File: src/rtl/digit_scan_pkg.sv
// Shared types and constants for the digit scan capture block.
// Holds the frame FSM state enum, gate pattern codes and the BCD digit limit.
package digit_scan_pkg;

   typedef enum logic [1:0] {
      IDLE  = 2'd0,
      GOT_H = 2'd1,
      GOT_T = 2'd2
   } scan_state_t;

   localparam logic [2:0] PAT_HUNDS = 3'b011;
   localparam logic [2:0] PAT_TENS  = 3'b101;
   localparam logic [2:0] PAT_ONES  = 3'b110;
   localparam logic [2:0] PAT_BLANK = 3'b111;
   localparam logic [3:0] BCD_MAX   = 4'd9;

   // True only for the three single-gate-low patterns that select a digit.
   function automatic logic pat_is_digit(input logic [2:0] pat);
      return (pat == PAT_HUNDS) || (pat == PAT_TENS) || (pat == PAT_ONES);
   endfunction

endpackage

File: src/rtl/digit_scan_capture_stability_filter.sv
// Input register, saturating run counter and one-shot accept strobe for the scan bus.
// A {pattern,bcd} sample is accepted once, when its run length reaches STABLE_CYCLES.
module scan_stability_filter
   import digit_scan_pkg::*;
#(
   parameter int STABLE_CYCLES = 1,
   parameter int CNT_W         = 24
) (
   input  logic       clk,
   input  logic       rst,
   input  logic [2:0] pat,
   input  logic [3:0] bcd,
   output logic       vld_p0,
   output logic [2:0] pat_p0,
   output logic [3:0] bcd_p0
);

   localparam logic [CNT_W-1:0] STABLE_LIM = CNT_W'(STABLE_CYCLES);
   localparam logic [CNT_W-1:0] CNT_SAT    = '1;

   logic [CNT_W-1:0] run_cnt;

   // Stage p0: bus sample register (data, never reset)
   always_ff @(posedge clk) begin
      pat_p0 <= pat;
      bcd_p0 <= bcd;
   end

   // Reset parks the counter at saturation so a value held across reset is not re-accepted.
   always_ff @(posedge clk) begin
      if (rst) begin
         run_cnt <= CNT_SAT;
      end else if ({pat, bcd} != {pat_p0, bcd_p0}) begin
         run_cnt <= CNT_W'(1);
      end else if (run_cnt != CNT_SAT) begin
         run_cnt <= run_cnt + CNT_W'(1);
      end
   end

   assign vld_p0 = (run_cnt == STABLE_LIM) && (pat_p0 != PAT_BLANK);

endmodule

File: src/rtl/digit_scan_capture.sv
// Receive-side monitor for the 3-digit multiplexed display scan bus: deglitch, order check, commit.
// Optional macro SCAN_ERR_COUNT_EN adds a saturating err_count output.
module digit_scan_capture
   import digit_scan_pkg::*;
#(
   parameter int STABLE_CYCLES  = 1,
   parameter int CNT_W          = 24,
   parameter int TIMEOUT_CYCLES = 1024
) (
   input  logic       clk,
   input  logic       rst,
   input  logic       gateOne,
   input  logic       gateTwo,
   input  logic       gateThree,
   input  logic [3:0] in_bcd,
   output logic [3:0] hunds_o,
   output logic [3:0] tens_o,
   output logic [3:0] ones_o,
   output logic       frame_valid,
   output logic       frame_err,
   output logic       link_alive
`ifdef SCAN_ERR_COUNT_EN
   ,
   output logic [7:0] err_count
`endif
);

   localparam logic [CNT_W-1:0] TO_LIM = CNT_W'(TIMEOUT_CYCLES);

   logic [2:0]  pat;
   logic        vld_p0;
   logic [2:0]  pat_p0;
   logic [3:0]  bcd_p0;

   scan_state_t state, state_nxt;
   logic        load_h, load_t, commit, err_nxt, clr_to;
   logic [3:0]  shadow_h, shadow_t;
   logic [CNT_W-1:0] to_cnt;
   logic        seen;

   assign pat = {gateThree, gateTwo, gateOne};

   scan_stability_filter #(
      .STABLE_CYCLES (STABLE_CYCLES),
      .CNT_W         (CNT_W)
   ) u_filter (
      .clk    (clk),
      .rst    (rst),
      .pat    (pat),
      .bcd    (in_bcd),
      .vld_p0 (vld_p0),
      .pat_p0 (pat_p0),
      .bcd_p0 (bcd_p0)
   );

   always_ff @(posedge clk) begin
      if (rst) state <= IDLE;
      else     state <= state_nxt;
   end

   always_comb begin
      state_nxt = state;
      load_h    = 1'b0;
      load_t    = 1'b0;
      commit    = 1'b0;
      err_nxt   = 1'b0;
      clr_to    = 1'b0;
      if (vld_p0) begin
         if (!pat_is_digit(pat_p0)) begin
            err_nxt   = 1'b1;
            state_nxt = IDLE;
         end else begin
            // Any well-formed gate pattern proves the link is alive, even with a bad digit.
            clr_to = 1'b1;
            if (bcd_p0 > BCD_MAX) begin
               err_nxt   = 1'b1;
               state_nxt = IDLE;
            end else begin
               case (pat_p0)
                  PAT_HUNDS: begin
                     load_h    = 1'b1;
                     state_nxt = GOT_H;
                  end
                  PAT_TENS: begin
                     if (state == GOT_H) begin
                        load_t    = 1'b1;
                        state_nxt = GOT_T;
                     end else begin
                        err_nxt   = 1'b1;
                        state_nxt = IDLE;
                     end
                  end
                  PAT_ONES: begin
                     if (state == GOT_T) commit = 1'b1;
                     else                err_nxt = 1'b1;
                     state_nxt = IDLE;
                  end
                  default: ;
               endcase
            end
         end
      end
   end

   // Stage p1: shadow digits (data) and committed outputs
   always_ff @(posedge clk) begin
      if (load_h) shadow_h <= bcd_p0;
      if (load_t) shadow_t <= bcd_p0;
   end

   always_ff @(posedge clk) begin
      if (rst) begin
         hunds_o     <= 4'd0;
         tens_o      <= 4'd0;
         ones_o      <= 4'd0;
         frame_valid <= 1'b0;
         frame_err   <= 1'b0;
      end else begin
         if (commit) begin
            hunds_o <= shadow_h;
            tens_o  <= shadow_t;
            ones_o  <= bcd_p0;
         end
         frame_valid <= commit;
         frame_err   <= err_nxt;
      end
   end

   always_ff @(posedge clk) begin
      if (rst) begin
         to_cnt <= '0;
         seen   <= 1'b0;
      end else begin
         if (clr_to)                to_cnt <= '0;
         else if (to_cnt < TO_LIM)  to_cnt <= to_cnt + CNT_W'(1);
         if (clr_to) seen <= 1'b1;
      end
   end

   assign link_alive = seen && (to_cnt < TO_LIM);

`ifdef SCAN_ERR_COUNT_EN
   always_ff @(posedge clk) begin
      if (rst)                                err_count <= 8'd0;
      else if (frame_err && err_count != 8'hFF) err_count <= err_count + 8'd1;
   end
`endif

endmodule

File: config.mk
export PLATFORM = sky130hd
export DESIGN_NAME = digit_scan_capture
export DESIGN_NICKNAME = d
export VERILOG_FILES = /design/src/rtl/digit_scan_pkg.sv /design/src/rtl/digit_scan_capture_stability_filter.sv /design/src/rtl/digit_scan_capture.sv
export SDC_FILE = /design/constraint.sdc
export NUM_CORES = 1
export LEC_CHECK = 0
export BUFFER_PORTS_ARGS = -buffer_cell sky130_fd_sc_hd__buf_2
export CORE_ASPECT_RATIO = 1.2
export CORE_UTILIZATION = 42
export DETAILED_ROUTE_END_ITERATION = 8
export PLACE_DENSITY = 0.67
export SETUP_SLACK_MARGIN = 0.05
export SLEW_MARGIN = 20
export SYNTH_ARGS = -nofsm -noshare
export SYNTH_HDL_FRONTEND = slang
export SYNTH_SLANG_ARGS = --single-unit
File: constraint.sdc
create_clock -name clk -period 5.4 [get_ports clk]
set_input_delay 1.08 -clock clk [delete_from_list [all_inputs] [get_ports clk]]
set_output_delay 1.08 -clock clk [all_outputs]
set_load 0.02 [all_outputs]
==> flow_summary.json <==
{
  "irDropWorstVdd_mv": 0.1657,
  "netlist_instances": 344,
  "drive_gt1_share_pct": 14.33,
  "grt_pass1_vias": 2403,
  "portBuffers": 23,
  "outcome": "completed",
  "gr-total-overflow": 0,
  "design.die.area_mm2": 0.008575,
  "crit_chain": "nor4_1 -> and4_1 -> and2_1 -> buf_2",
  "area_delta_synth_final_pct": 10.49,
  "vias": 2543,
  "rows": 35,
  "slowest_delay_ns": 0.51,
  "synth_edf_count": 8,
  "synth_xor_area_share_pct": 8.893,
  "hp-class": "flip-flop to flip-flop",
  "holdCritStartpoint": "to_cnt[19]",
  "synth_area_mm2": 0.003447,
  "synth_ff_type": "dfxtp_1",
  "coreArea_mm2": 0.007795,
  "maxSlewHeadroom_pct": 38.05,
  "clockBufferDepth": 2,
  "cp_num_buf_inv": 1,
  "yosys.area_share.simple_pct": 23.70,
  "cts_resized": 0,
  "r2r_setup_slack_ns": 3.04,
  "reg2reg_from": "u_filter.run_cnt[13]",
  "synth_top_family_by_area": "simple AND/OR/NAND/NOR gates",
  "cts_tree": "built",
  "synth_fa_ha_area_share_pct": 1.089,
  "drt_iter0_drc": 121,
  "wl_per_cell_um": 13.77,
  "critPathRequiredTime_ns": 4.32,
  "remaining_drc_errors": 0,
  "num_antenna_cells": 0,
  "r2r_cells": 5,
  "yosys-mux-area-fraction_pct": 4.682,
  "nets": 370,
  "gp_congestion": 0.8320,
  "cts_sinks": 80,
  "cts-root-buf": "clkbuf_8",
  "worst_clock_skew_ns": 0.01014,
  "synth_compound_area_share_pct": 9.728,
  "layout.cells.most_common": "dfxtp_1",
  "crit_path_max_fanout": 12,
  "insertion_delay_ns": 0.34,
  "avgViaCountPerCell": 5.589,
  "final_max_slew_viol_count": 0,
  "crit_type": "flip-flop to output pin",
  "p_per_area_mw_per_mm2": 295.6,
  "h-tree-depth": 3,
  "synth_cell_types": 46,
  "post-route-period-util_pct": 53.19,
  "clk_pin_slew_ns": 0.08,
  "ys_ff_latch": 80,
  "rsz0062_at_grt": "no",
  "yosys_warnings": 0,
  "syn_avg_cell_area_um2": 10.02,
  "hpwl_um": 4268,
  "arrival_ns": 1.79,
  "grtUsageTotal_pct": 15.58,
  "fmax_ghz": 0.3482,
  "maxCapViolCount": 0,
  "synth_nets": 356,
  "die_y_um": 101.2,
  "leakagePower_nw": 1.529,
  "tns_ns": 0,
  "critPathTopFamily": "simple AND/OR/NAND/NOR gates",
  "hold_path_depth": 1,
  "post_cts_buffers": 0,
  "wl_um": 6264,
  "tightest_slew_ns": 0.9208,
  "io_pins": 24,
  "grt_max_degree": 44,
  "fillers": 726,
  "yosysSeqAreaShare_pct": 48.78,
  "initial_core_util_pct": 44.22,
  "grt_first_pass_wirelength_um": 10760,
  "hold_viol": 0,
  "crit_slowest_cell": "and4_1",
  "finalSetupViolCount": 0,
  "whs_endpoint": "to_cnt[19]",
  "ant_nets": 0,
  "async_flop_share_pct": 0,
  "cts.hold.buffers_added": 0,
  "antenna_found_initial": 0,
  "cts-buffers-inserted": 9,
  "worstSetupStartpointType": "flip-flop",
  "fin_crit_ns": 2.872,
  "p_total_mw": 1.126,
  "reg2reg_to": "u_filter.run_cnt[7]",
  "first_pass_iters": 6,
  "cp-end-kind": "output pin",
  "layout_common_cells": "dfxtp_1, nor2_1, nor4_1",
  "die_x_um": 84.70
}
-- sequential cells by signal (all words and copies together) (netlist names) --
name / cells
frame_err: 1
frame_valid: 1
hunds_o: 4
ones_o: 4
seen: 1
shadow_h: 4
shadow_t: 4
state: 2
tens_o: 4
to_cnt: 24
u_filter.bcd_p0: 4
u_filter.pat_p0: 3
u_filter.run_cnt: 24
-- worst max-delay path by stage --
| stage | startpoint | end | slack [ns] | depth (start not counted) |
|---|---|---|---|---|
| floorplan | gateTwo | u_filter.run_cnt[15] | 2.94 | 6 |
| global placement | rst | u_filter.run_cnt[7] | 2.57 | 6 |
| detailed placement | rst | u_filter.run_cnt[7] | 2.53 | 6 |
| CTS | to_cnt[18] | link_alive | 2.48 | 4 |
| global route | to_cnt[23] | link_alive | 2.36 | 4 |
| finish | to_cnt[23] | link_alive | 2.53 | 4 |
-- cells by family (layout without fill, tap and decap cells) --
group,Yosys count,count (layout)
buf+inv,25,44
xor+xnor,35,35
simple gates,145,145
fa+ha+maj,3,3
flops,80,80
mux,16,16
compound gates,40,40
-- stage by stage --
stage	hold WS [ns]	setup slack (ns)	std cells	util [%]	instance area [um^2]
finish	0.4617	2.528	455	48.86	3809
detailed placement	0.4480	2.534	439	46.24	3605
floorplan	0.4285	2.939	344	-	3447
CTS	0.4685	2.483	455	48.86	3809
global placement	0.4422	2.571	439	46.24	3605
global route	0.4806	2.362	455	48.86	3809
-- final cells by class --
cell class	instances	area, um^2	share of cell area [%]
Clock buffer	10	148.9	3.909
Clock inverter	6	55.05	1.445
Inverter	2	7.507	0.1971
Multi-Input combinational cell	239	1663	43.66
Sequential cell	80	1682	44.15
Tap cell	92	115.1	3.022
Timing Repair Buffer	26	137.6	3.614
-- synth_stat cells (all sizes together), types with 3 or more instances --
cell	instances	area, um^2
nand4	15	93.84
edfxtp	8	240.2
nand2	8	30.03
a21oi	4	20.02
buf	8	43.79
a21o	17	127.6
nand3	15	80.08
or3	6	37.54
mux2i	15	150.1
nor2	31	116.4
nor4	24	150.1
and4	4	35.03
o211a	5	50.05
dfxtp	72	1441
ha	3	37.54
xnor2	13	113.9
clkbuf	15	56.30
and3	9	56.30
xor2	22	192.7
nor3	5	30.03
and2	19	118.9
-- power breakdown --
group	leakage, nW	total (mW)	internal [mW]	switching (mW)
sequential	0.664	0.635	0.613	0.0219
clock	0.105	0.439	0.205	0.234
combinational	0.760	0.0523	0.0245	0.0278
total	1.53	1.13	0.842	0.283
-- layer usage --
metal / wire length [um] / track usage [%]
met1: 2947 / 18.36
met2: 3109 / 28.08
met3: 130 / 2.771
met4: 76 / 6.389
met5: 0 / 0
Note: power is estimated with default switching activity, not from simulation.
